File: src/rtl/one2sig_serial.sv
// Unpacks one N-lane packed word into N sign-extended samples, lane 0 first,
// under a valid/ready handshake; done pulses once after the last lane transfers.
module one2sig_serial #(
   parameter  int W     = 10,
   parameter  int N     = 16,
   parameter  int OUT_W = 16,
   localparam int IW    = (N > 1) ? $clog2(N) : 1
) (
   input  logic             clk_fast,
   input  logic             rst_n,
   input  logic [N*W-1:0]   Sin_s,
   input  logic             split_sig_s,
   output logic             in_rdy,
   output logic [OUT_W-1:0] Sout,
   output logic [IW-1:0]    Sout_idx,
   output logic             Sout_vld,
   input  logic             Sout_rdy,
   output logic             done
);

   typedef enum logic {IDLE, SEND} state_t;

   state_t             state_q;
   logic [N*W-1:0]     shreg_q;
   logic [OUT_W-1:0]   sout_q;
   logic [IW-1:0]      idx_q;
   logic               vld_q;
   logic               done_q;

   logic [W-1:0]       load_lane_d;
   logic [W-1:0]       next_lane_d;
   logic               last_d;

   function automatic logic [OUT_W-1:0] sext(input logic [W-1:0] lane);
      logic signed [OUT_W-1:0] r;
      r = $signed(lane);
      return r;
   endfunction

   // Lane 1 of the current shift contents becomes the next sample on a beat.
   assign load_lane_d = Sin_s[W-1:0];
   assign next_lane_d = shreg_q[2*W-1:W];
   assign last_d      = (idx_q == IW'(N-1));

   always_ff @(posedge clk_fast or negedge rst_n) begin
      if (!rst_n) begin
         state_q <= IDLE;
         shreg_q <= '0;
         sout_q  <= '0;
         idx_q   <= '0;
         vld_q   <= 1'b0;
         done_q  <= 1'b0;
      end else begin
         done_q <= 1'b0;
         case (state_q)
            IDLE: begin
               if (split_sig_s) begin
                  shreg_q <= Sin_s;
                  sout_q  <= sext(load_lane_d);
                  idx_q   <= '0;
                  vld_q   <= 1'b1;
                  state_q <= SEND;
               end
            end
            SEND: begin
               if (Sout_rdy) begin
                  if (last_d) begin
                     vld_q   <= 1'b0;
                     done_q  <= 1'b1;
                     state_q <= IDLE;
                  end else begin
                     shreg_q <= shreg_q >> W;
                     sout_q  <= sext(next_lane_d);
                     idx_q   <= idx_q + 1'b1;
                  end
               end
            end
            default: state_q <= IDLE;
         endcase
      end
   end

   assign in_rdy   = (state_q == IDLE);
   assign Sout     = sout_q;
   assign Sout_idx = idx_q;
   assign Sout_vld = vld_q;
   assign done     = done_q;

endmodule
File: config.mk
export PLATFORM = sky130hd
export DESIGN_NAME = one2sig_serial
export DESIGN_NICKNAME = d
export VERILOG_FILES = /design/src/rtl/one2sig_serial.sv
export SDC_FILE = /design/constraint.sdc
export NUM_CORES = 1
export LEC_CHECK = 0
export CAP_MARGIN = 20
export CORE_ASPECT_RATIO = 0.5
export CORE_MARGIN = 5
export CORE_UTILIZATION = 34
export DETAILED_ROUTE_END_ITERATION = 8
export PLACE_DENSITY = 0.65
export SETUP_SLACK_MARGIN = 0.05
export SYNTH_ARGS = -nofsm -noshare
export SYNTH_HDL_FRONTEND = slang
export SYNTH_SLANG_ARGS = --single-unit
File: constraint.sdc
create_clock -name clk_fast -period 3.9 [get_ports clk_fast]
set_clock_uncertainty 0.2 [all_clocks]
set_input_delay 0.78 -clock clk_fast [delete_from_list [all_inputs] [get_ports clk_fast]]
set_output_delay 0.78 -clock clk_fast [all_outputs]
set_load 0.1 [all_outputs]
Word level (Yosys, flattened, before mapping)
Index checks and enable logic that the tools add are counted.
- equality and inequality tests: 5
- bitwise operators: 1
- mux-type cells: 23
- reduce and logical (&&, ||, !) cells: 2
- add/subtract/negate cells: 1
- operators by type and width (operator ; count):
    $mux 160 ; 3
    $pmux 160 s2 ; 1
    $mux 16 ; 3
    $pmux 16 s2 ; 1
    $mux 4 ; 3
    $mux 1 ; 9
    $pmux 4 s2 ; 1
    $ne 2x2->1 const B ; 3
    $reduce_and 3->1 ; 2
    $add 4x1->4 const B ; 1
    $eq 4x4->1 const B ; 1
    $pmux 1 s2 ; 2
    $ne 2x1->1 const B ; 1
    $not 1->1 ; 1
- bits of input ports: 164
- bits in registers: 183
- word-level logic and storage cells: 38
- output and inout bits: 23

Depth between registers and ports, before layout
Gate-level depths: netlist of run 1.
- depth after elaboration: 4
- gate-level depth with buffers: 7
- mapped depth without buffers: 4

Worst setup path before layout of run 1
OpenSTA, ideal clock, no wires.
- path kind: register to register
- start: reg idx_q[0], in the netlist Sout_idx[0]
- end: reg shreg_q[100]
- library setup time: 125 ps
- path buffers: 3
- clock period less this slack: 2661 ps
- arrival: 2336 ps
- required time: 3575 ps
- stages on the path, launching flop included: 8
- setup slack: 1239 ps
- path through: dfrtp_1 -> ha_1 -> nand3_1 -> a31o_1 -> buf_6 -> buf_6 -> buf_6 -> mux2_4
- word-level cells in the longest chain between the ends: 3
- ends and longest elaborated chain (element ; RTL line ; RTL):
    from (decl) ; 26 ; logic [IW-1:0] idx_q;
    from (signal assigned) ; 74 ; idx_q <= idx_q + 1'b1;
    $eq 4x4->1 ; 43 ; assign last_d = (idx_q == IW'(N-1));
    $ne 2x2->1 (no source line) ; - ;
    $reduce_and 3->1 (no source line) ; - ;
    to (signal assigned) ; 58 ; shreg_q <= Sin_s;
    to (signal assigned) ; 72 ; shreg_q <= shreg_q >> W;
    to (decl) ; 24 ; logic [N*W-1:0] shreg_q;
No other way between the ends.
A chain may end at the register's enable or synchronous reset.

==> summary.md, run 1 <==
| Metric | Value |
|---|---|
| Setup_tns | 0 ps |
| Clock slew at reported path FFs | 60 ps |
| Int Pwr | 6050 uW |
| CP Launch Type | flip-flop |
| Clock Latency Late Sink | 440 ps |
| Final wirelength | 19100 um |
| FF-to-FF Start | state_q$_DFF_PN0_ |
| Postcts setup bufs | 0 |
| Switch Pwr | 3190 uW |
| Final hold violations | 0 |
| Total GRT Usage | 0.140 |
| Clock root cell | clkbuf_16 |
| IO Port Bufs | 186 |
| Average cell area after synthesis | 14.6 um2 |
| Hold_buf cts | 0 |
| Req. time, crit path | 2920 ps |
| Hold_ws | 119 ps |
| Actual slew at the worst max-slew pin | 989 ps |
| Die height | 121 um |
| Core footprint | 24200 um2 |
| Cell variety after synth | 21 |
| Initial DRC Count | 241 |
| Worst setup startpoint | shreg_q[9]$_DFFE_PN0P_ |
| Adder-cell area share of the yosys netlist | 0.00149 |
| CTS H-tree lvls | 4 |
| Initial core utilization | 0.348 |
| Post-cts sizing count | 0 |
| Clock group share of total power | 0.199 |
| CTS tree | yes |
| FFs w/ async S/R, synth | 1.00 |
| Combinational group share of total power | 0.478 |
| Status | completed |
| Min-Delay Path Class | in -> async |
| Width of the die | 232 um |
| Mux cell area share after synthesis | 0.430 |
| Fraction of layout cells with a size suffix above 1 | 0.461 |
| Leakage | 0.00497 uW |
| Largest family of logic cells by synthesized area | multiplexers |
| First-pass DRT Iterations | 6 |
| Maximum root-to-sink buffer count | 2 |
| Die Area | 28200 um2 |
| Post-synth net total | 741 |
| Vias in the first global route | 5534 |
| Relative slew margins | 0.338 |
| Pin count of the biggest net entering global routing | 120 |
| CP Capture Type | output port |
| Max Clock Freq | 328 MHz |
| Clk sink count | 167 |
| Crit path DAT | 2070 ps |
| Most frequent cells in the layout | mux2_2 (244), clkdlybuf4s50_1 (184), dfrtp_1 (166), mux2_4 (57), clkbuf_16 (17) |
| Crit path time final | 3050 ps |
| Power share of the sequential group | 0.323 |
| Synth-to-layout area growth | 32.2% |
| Post-synth design cell area | 8410 um2 |
| Setup violators final | 0 |
| Final period utilization | 0.781 |
| Synthesis-stage register bit count | 167 |
| Post-DR vias/cell | 4.55 |
| Post-synthesis xor/xnor area fraction | 0 |
| CTS buffer count | 17 |
| Synthesis Warnings | 0 |
| Crit-path slowest cell | clkdlybuf4s50_1 |
| Vias | 4951 |
| ANT nets after route | 0 |
| Crit-path max FO | 8 |
| Gate Count Post-Synth | 576 |
| Register area share after synthesis | 0.497 |
| Final nets | 901 |
| Max Cap Viol | 0 |
| Power Density | 832 nW/um2 |
| Gpl congestion | 0.748 |
| Antenna violations before repair | 2 |
| Main synth FF type | dfrtp_1 |
| Hpwl dp | 13400 um |
| Slew Viols, Final | 0 |
| Max IR drop VDD | 0.000342 V |
| Crit Path Class | reg -> out |
| EDFF count, synth | 0 |
| Rows | 40 |
| Most common cell after layout, fill and taps aside | mux2_2 |
| Critical path, cell by cell | clkdlybuf4s50_1 |
| Simple-gate share of the synthesized area | 0.0134 |
| Routed length per instance | 17.6 um |
| RSZ-0062 raised after global routing | false |
| Sw Share | 0.345 |
| GRT overflow | 0 |
| Crit path largest cell delay | 1180 ps |
| Synth Area in Compound Gates | 0.0103 |
| Buf+Inv Stages, Crit Path | 1 |
| Delay-heaviest family, CP | buffers and inverters |
| Ports | 187 |
| DR DRC count | 0 |
| First-pass GRT wire length | 30500 um |
==> power by group through the flow <==
stage                     Clock (uW)  Combinational [uW]  Sequential, uW
after floorplan                    0                3700            2970
after global placement             0                4380            3000
after detailed placement           0                4460            3020
after CTS                       1890                4480            2990
after global routing            1970                4720            3080
final                           1840                4420            2980
==> metal layers <==
metal	global-route usage	routed length, um
met1	0.174	8220
met2	0.235	9780
met3	0.0346	575
met4	0.0594	523
met5	0	0
==> cells by family after synthesis <==
group / Yosys count
adder cells (fa/ha/maj): 1
AND/OR/NAND/NOR: 23
flip-flops: 167
AO/OA/AOI/OAI: 15
buffers and inverters: 68
multiplexers: 302
==> metrics by stage <==
step / instance area, um2 / util / std cells / setup slack, ps / total power (uW)
CTS: 11100 / 0.459 / 1085 / 800 / 9370
floorplan: 8410 / - / 576 / 1240 / 6670
global route: 11100 / 0.460 / 1087 / 743 / 9780
detailed placement: 10500 / 0.433 / 1053 / 692 / 7480
global placement: 10500 / 0.433 / 1053 / 717 / 7380
finish: 11100 / 0.460 / 1087 / 853 / 9240
==> worst paths after layout <==
path,end,slack [ps],depth (start not counted)
min in group clk_fast,shreg_q[19]$_DFFE_PN0P_,300,1
hold / removal,shreg_q[102]$_DFFE_PN0P_,120,1
setup / recovery,Sout[14],850,1
hold reg to reg,shreg_q[19]$_DFFE_PN0P_,300,1
max in group asynchronous,shreg_q[3]$_DFFE_PN0P_,2510,2
setup reg to reg,shreg_q[9]$_DFFE_PN0P_,1240,5
==> sequential cells by signal, summed over array words and instances (netlist names) <==
name and count:
done 1, state_q 1, Sout_idx 4, shreg_q 160, Sout_vld 1
==> cell type report <==
class	instances	area, um2
Fill cell	2175	13100
Sequential cell	167	4180
Multi-Input combinational cell	341	3830
Timing Repair Buffer	195	1980
Clock buffer	21	470
Tap cell	336	420
Clock inverter	11	169
Inverter	14	52.6
Antenna cell	2	5.00
==> synth_stat cells, types with 2 or more instances <==
library cell  instances  share of area
buf_1                 3         0.0013
buf_2                20          0.012
buf_4                17          0.015
buf_6                 8          0.011
clkbuf_1              6         0.0027
dfrtp_1             167           0.50
inv_1                14         0.0062
mux2_2              244           0.33
mux2_4               57           0.10
nand2_1               2        0.00089
nand3_1              14         0.0083
nor2_1                4         0.0018
o21ai_0              12         0.0071
(Power assumes the default switching activity.)
==> run 2, diff against run 1 <==
--- a/config.mk
+++ b/config.mk
@@ -10,7 +10,7 @@
 export CORE_MARGIN = 5
 export CORE_UTILIZATION = 34
 export DETAILED_ROUTE_END_ITERATION = 8
-export PLACE_DENSITY = 0.65
+export PLACE_DENSITY = 0.67
 export SETUP_SLACK_MARGIN = 0.05
 export SYNTH_ARGS = -nofsm -noshare
 export SYNTH_HDL_FRONTEND = slang
==> constraint.sdc (replaced) <==
create_clock -name clk_fast -period 2.8 [get_ports clk_fast]
set_clock_uncertainty 0.2 [all_clocks]
set_input_delay 0.56 -clock clk_fast [delete_from_list [all_inputs] [get_ports clk_fast]]
set_output_delay 0.56 -clock clk_fast [all_outputs]
set_load 0.1 [all_outputs]
==> summary.md, run 2 (synthesis gave the netlist of run 1 again) <==
| Metric | Value |
|---|---|
| Combinational group share of total power | 0.498 |
| CP Capture Type | output port |
| Initial DRC Count | 211 |
| Vias | 5028 |
| Max Cap Viol | 0 |
| Most frequent cells in the layout | mux2_2 (244), dfrtp_1 (166), clkdlybuf4s50_1 (162), mux2_4 (57), buf_4 (33) |
| FF-to-FF Start | Sout_idx[0]$_DFFE_PN0P_ |
| Die Area | 28200 um2 |
| Hold path depth | 1 |
| Reg-to-Reg End | shreg_q[7]$_DFFE_PN0P_ |
| Crit path DAT | 1630 ps |
| Max Clock Freq | 418 MHz |
| Power Density | 1140 nW/um2 |
| Most common cell after layout, fill and taps aside | mux2_2 |
| Clock slew at reported path FFs | 70 ps |
| Total GRT Usage | 0.138 |
| GRT overflow | 0 |
| Width of the die | 232 um |
| Crit path largest cell delay | 600 ps |
| Clock root cell | clkbuf_16 |
| IO Port Bufs | 186 |
| Min-Delay Path Class | reg -> reg |
| Clock Latency Late Sink | 430 ps |
| Die height | 121 um |
| Setup violators final | 0 |
| Final period utilization | 0.855 |
| Rows | 40 |
| Hpwl dp | 14100 um |
| Worst setup startpoint | state_q$_DFF_PN0_ |
| Leakage | 0.00503 uW |
| Antenna violations before repair | 1 |
| Critical path, cell by cell | inv_1, buf_12 |
| CTS buffer count | 17 |
| Vias in the first global route | 5440 |
| CTS H-tree lvls | 4 |
| Crit path time final | 2390 ps |
| Post-cts sizing count | 0 |
| Pin count of the biggest net entering global routing | 69 |
| First-pass DRT Iterations | 4 |
| RSZ-0062 raised after global routing | false |
| Crit Path Class | reg -> out |
| Initial core utilization | 0.348 |
| Status | completed |
| Maximum root-to-sink buffer count | 2 |
| Delay-heaviest family, CP | flip-flops |
| First-pass GRT wire length | 30200 um |
| Final hold violations | 0 |
| Ports | 187 |
| Worst path depth | 2 |
| Fill cells | 2161 |
| Synth-to-layout area growth | 32.6% |
| Routed length per instance | 17.5 um |
| Post-DR vias/cell | 4.58 |
| Biggest register | shreg_q |
| Setup_tns | 0 ps |
| Crit-path max FO | 20 |
| CTS tree | yes |
| Switch Pwr | 4520 uW |
| CP endpoint | in_rdy |
| Final nets | 913 |
| Reg2Reg Depth | 6 |
| Core footprint | 24200 um2 |
| Clock group share of total power | 0.179 |
| Req. time, crit path | 2040 ps |
| Final wirelength | 19200 um |
| Power share of the sequential group | 0.323 |
| Fraction of layout cells with a size suffix above 1 | 0.497 |
| Int Pwr | 8220 uW |
| Final Non-Filler Cells | 1098 |
| Max reg flops | 160 |
| CP Launch Type | flip-flop |
| Sw Share | 0.355 |
| Gpl congestion | 0.744 |
| DR DRC count | 0 |
| Buf+Inv Stages, Crit Path | 2 |
| Actual slew at the worst max-slew pin | 491 ps |
| Max IR drop VDD | 0.000488 V |
| ANT nets after route | 0 |
| Slew Viols, Final | 0 |
| Crit-path slowest cell | dfrtp_4 |
| Clk sink count | 167 |
| R2r setup slk | 660 ps |
| Relative slew margins | 0.673 |
| Placed insts | 1064 |
run 2: cell types whose count changed in the layout (fill, tap and decap cells not counted), moves of 2 or more:
| cell | before | now |
|---|---|---|
| buf_4 | 6 | 33 |
| clkdlybuf4s50_1 | 184 | 162 |
| buf_12 | 4 | 10 |
| clkinvlp_4 | 1 | 5 |
| bufinv_16 | 4 | 1 |
| clkbuf_8 | 3 | 1 |
| inv_6 | 2 | 4 |
run 2: final cells by class:
cell class,instances,area [um2],area share
sequential,167,4180,0.375
multi-input combinational,341,3830,0.344
timing repair buffer,207,2090,0.188
clock buffer,19,443,0.0397
tap,336,420,0.0377
clock inverter,13,121,0.0109
inverter,14,52.6,0.00471
antenna,1,2.50,0.000224
run 2: timing repair:
action / 4_1_cts / 5_1_grt
buffers inserted: 0 / 0
hold buffers: 1 / 0
hold endpoints to repair: 45 / 0
setup endpoints to repair: 0 / 0
run 2: per-layer routing:
metal	vias to the layer above	part of all wire	GRT usage
li1	2392	-	-
met1	2553	0.45	0.178
met2	61	0.51	0.231
met3	22	0.024	0.0292
met4	0	0.017	0.0516
met5	-	0	0
run 2: power by group through the flow:
stage / registers, uW / clock network [uW] / logic (uW)
after floorplan: 4130 / 0 / 5160
after global placement: 4130 / 0 / 6290
after detailed placement: 4160 / 0 / 6390
after CTS: 4130 / 2340 / 6420
after global routing: 4240 / 2430 / 6760
final: 4120 / 2270 / 6350
run 2: how the worst min path moves through the flow:
stage / startpoint / to / slack (ps)
after floorplan: rst_n / Sout_idx[0]$_DFFE_PN0P_ / 60
after global placement: shreg_q[13]$_DFFE_PN0P_ / shreg_q[13]$_DFFE_PN0P_ / 290
after detailed placement: shreg_q[63]$_DFFE_PN0P_ / shreg_q[63]$_DFFE_PN0P_ / 290
after CTS: shreg_q[38]$_DFFE_PN0P_ / shreg_q[38]$_DFFE_PN0P_ / 310
after global routing: shreg_q[38]$_DFFE_PN0P_ / shreg_q[38]$_DFFE_PN0P_ / 320
final: shreg_q[40]$_DFFE_PN0P_ / shreg_q[40]$_DFFE_PN0P_ / 300
run 2: metrics by stage:
stage	hold WS (ps)	area (um2)	util	total power [uW]	setup slack (ps)
after floorplan	64.4	8410	-	9290	139
after global placement	285	10600	0.437	10400	272
after detailed placement	290	10600	0.437	10600	256
after CTS	308	11100	0.461	12900	386
after global routing	320	11100	0.461	13400	323
final	302	11100	0.461	12700	406
==> run 3, diff against run 2 <==
--- a/config.mk
+++ b/config.mk
@@ -6,7 +6,6 @@
 export NUM_CORES = 1
 export LEC_CHECK = 0
 export CAP_MARGIN = 20
-export CORE_ASPECT_RATIO = 0.5
 export CORE_MARGIN = 5
 export CORE_UTILIZATION = 34
 export DETAILED_ROUTE_END_ITERATION = 8
==> summary.md, run 3 (synthesis gave the netlist of run 1 again) <==
| Metric | Value |
|---|---|
| Status | completed |
| Clock group share of total power | 0.174 |
| Total GRT Usage | 0.139 |
| Most frequent cells in the layout | mux2_2 (244), dfrtp_1 (166), clkdlybuf4s50_1 (162), mux2_4 (57), buf_4 (28) |
| CTS H-tree lvls | 4 |
| Routed length per instance | 17.7 um |
| Placed Area | 10500 um2 |
| Initial DRC Count | 212 |
| Switch Pwr | 4570 uW |
| Post-DR vias/cell | 4.54 |
| Final hold violations | 0 |
| Pwr Total | 12700 uW |
| Hpwl dp | 13800 um |
| Most common cell after layout, fill and taps aside | mux2_2 |
| Antenna violations before repair | 0 |
| First-pass DRT Iterations | 4 |
| Sw Share | 0.359 |
| Final wirelength | 19100 um |
| Crit-path max FO | 25 |
| GRT overflow | 0 |
| Die height | 167 um |
| Maximum root-to-sink buffer count | 2 |
| Final period utilization | 0.867 |
| DR DRC count | 0 |
| N_diodes | 0 |
| Max Cap Viol | 0 |
| Relative slew margins | 0.708 |
| CTS buffer count | 17 |
| Clk sink count | 167 |
| Power Density | 1150 nW/um2 |
| Core footprint | 24300 um2 |
| Fill cells | 2181 |
| Gpl congestion | 0.764 |
| Req. time, crit path | 2040 ps |
| Power share of the sequential group | 0.325 |
| CTS tree | yes |
| Reg2Reg Depth | 6 |
| Initial core utilization | 0.346 |
| Min-Delay Path Class | reg -> reg |
| Die Area | 28000 um2 |
| Crit Path Class | reg -> out |
| Combinational group share of total power | 0.501 |
| ANT nets after route | 0 |
| Rows | 57 |
| Clock Latency Late Sink | 420 ps |
| Max IR drop VDD | 0.000469 V |
| Slew Viols, Final | 0 |
| Leakage | 0.00501 uW |
| Crit path time final | 2430 ps |
| Final nets | 909 |
| Vias | 4905 |
| Clock root cell | clkbuf_16 |
| Ports | 187 |
| CP Launch Type | flip-flop |
| Fraction of layout cells with a size suffix above 1 | 0.495 |
| Actual slew at the worst max-slew pin | 438 ps |
| Clock slew at reported path FFs | 70 ps |
| First-pass GRT wire length | 31100 um |
| Vias in the first global route | 5555 |
| Setup violators final | 0 |
| Biggest register | shreg_q |
| RSZ-0062 raised after global routing | false |
| Crit path DAT | 1670 ps |
| Max reg flops | 160 |
| Pin count of the biggest net entering global routing | 76 |
| CP Capture Type | output port |
| Int Pwr | 8140 uW |
| Setup_tns | 0 ps |
| Hold path depth | 1 |
| Postcts setup bufs | 0 |
| Width of the die | 167 um |
| Synth-to-layout area growth | 32.0% |
| Final Instance Area | 11100 um2 |
| IO Port Bufs | 186 |
| Max Clock Freq | 412 MHz |
## run 3: layout make-up
class                   instances  area, um2  share of cell area
clock buffers                  18        439              0.0396
clock inverters                13        114              0.0103
inverters                      14       52.6             0.00473
multi-input cells             341       3830               0.345
flip-flops and latches        167       4180               0.377
well taps                     324        405              0.0365
repair buffers                203       2070               0.187
## run 3: per-layer routing
layer  vias up  wire, um  global-route usage
met4         0       188              0.0339
li1       2380         -                   -
met1      2404      8550               0.178
met5         -         0                   0
met2       111      9190               0.225
met3        10      1170              0.0509
## run 3: through the flow
step           hold WS, ps  worst slack (ps)  cells  utilization
5_1_grt                317               289   1080        0.456
2_1_floorplan         64.4               139    576            -
4_1_cts                306               351   1080        0.456
3_3_place_gp           241               283   1048        0.433
3_5_place_dp           245               279   1048        0.433
6_report               303               373   1080        0.456
## run 3: timing repair
action | 4_1_cts | 5_1_grt
hold buffers | 1 | 0
gates resized for setup | 0 | 0
endpoints found under the hold margin | 24 | 0
## run 3: power by group through the flow
stage | Combinational [uW] | Clock, uW | Sequential [uW]
2_1_floorplan | 5160 | 0 | 4130
3_5_place_dp | 6420 | 0 | 4190
5_1_grt | 6810 | 2400 | 4270
6_report | 6370 | 2210 | 4140
3_3_place_gp | 6360 | 0 | 4160
4_1_cts | 6460 | 2300 | 4150
## run 3: critical path, stage by stage (launching register included)
cell and delay [ps]:
dfrtp_4 630, inv_1 380, buf_12 230
## run 3: worst paths after layout
kind / startpoint / end / slack (ps)
min in group asynchronous: rst_n / shreg_q[28]$_DFFE_PN0P_ / 360
max in group asynchronous: rst_n / state_q$_DFF_PN0_ / 1320
hold / removal: shreg_q[44]$_DFFE_PN0P_ / shreg_q[44]$_DFFE_PN0P_ / 300
hold reg to reg: shreg_q[44]$_DFFE_PN0P_ / shreg_q[44]$_DFFE_PN0P_ / 300
setup reg to reg: Sout_idx[0]$_DFFE_PN0P_ / shreg_q[120]$_DFFE_PN0P_ / 630
setup / recovery: state_q$_DFF_PN0_ / in_rdy / 370
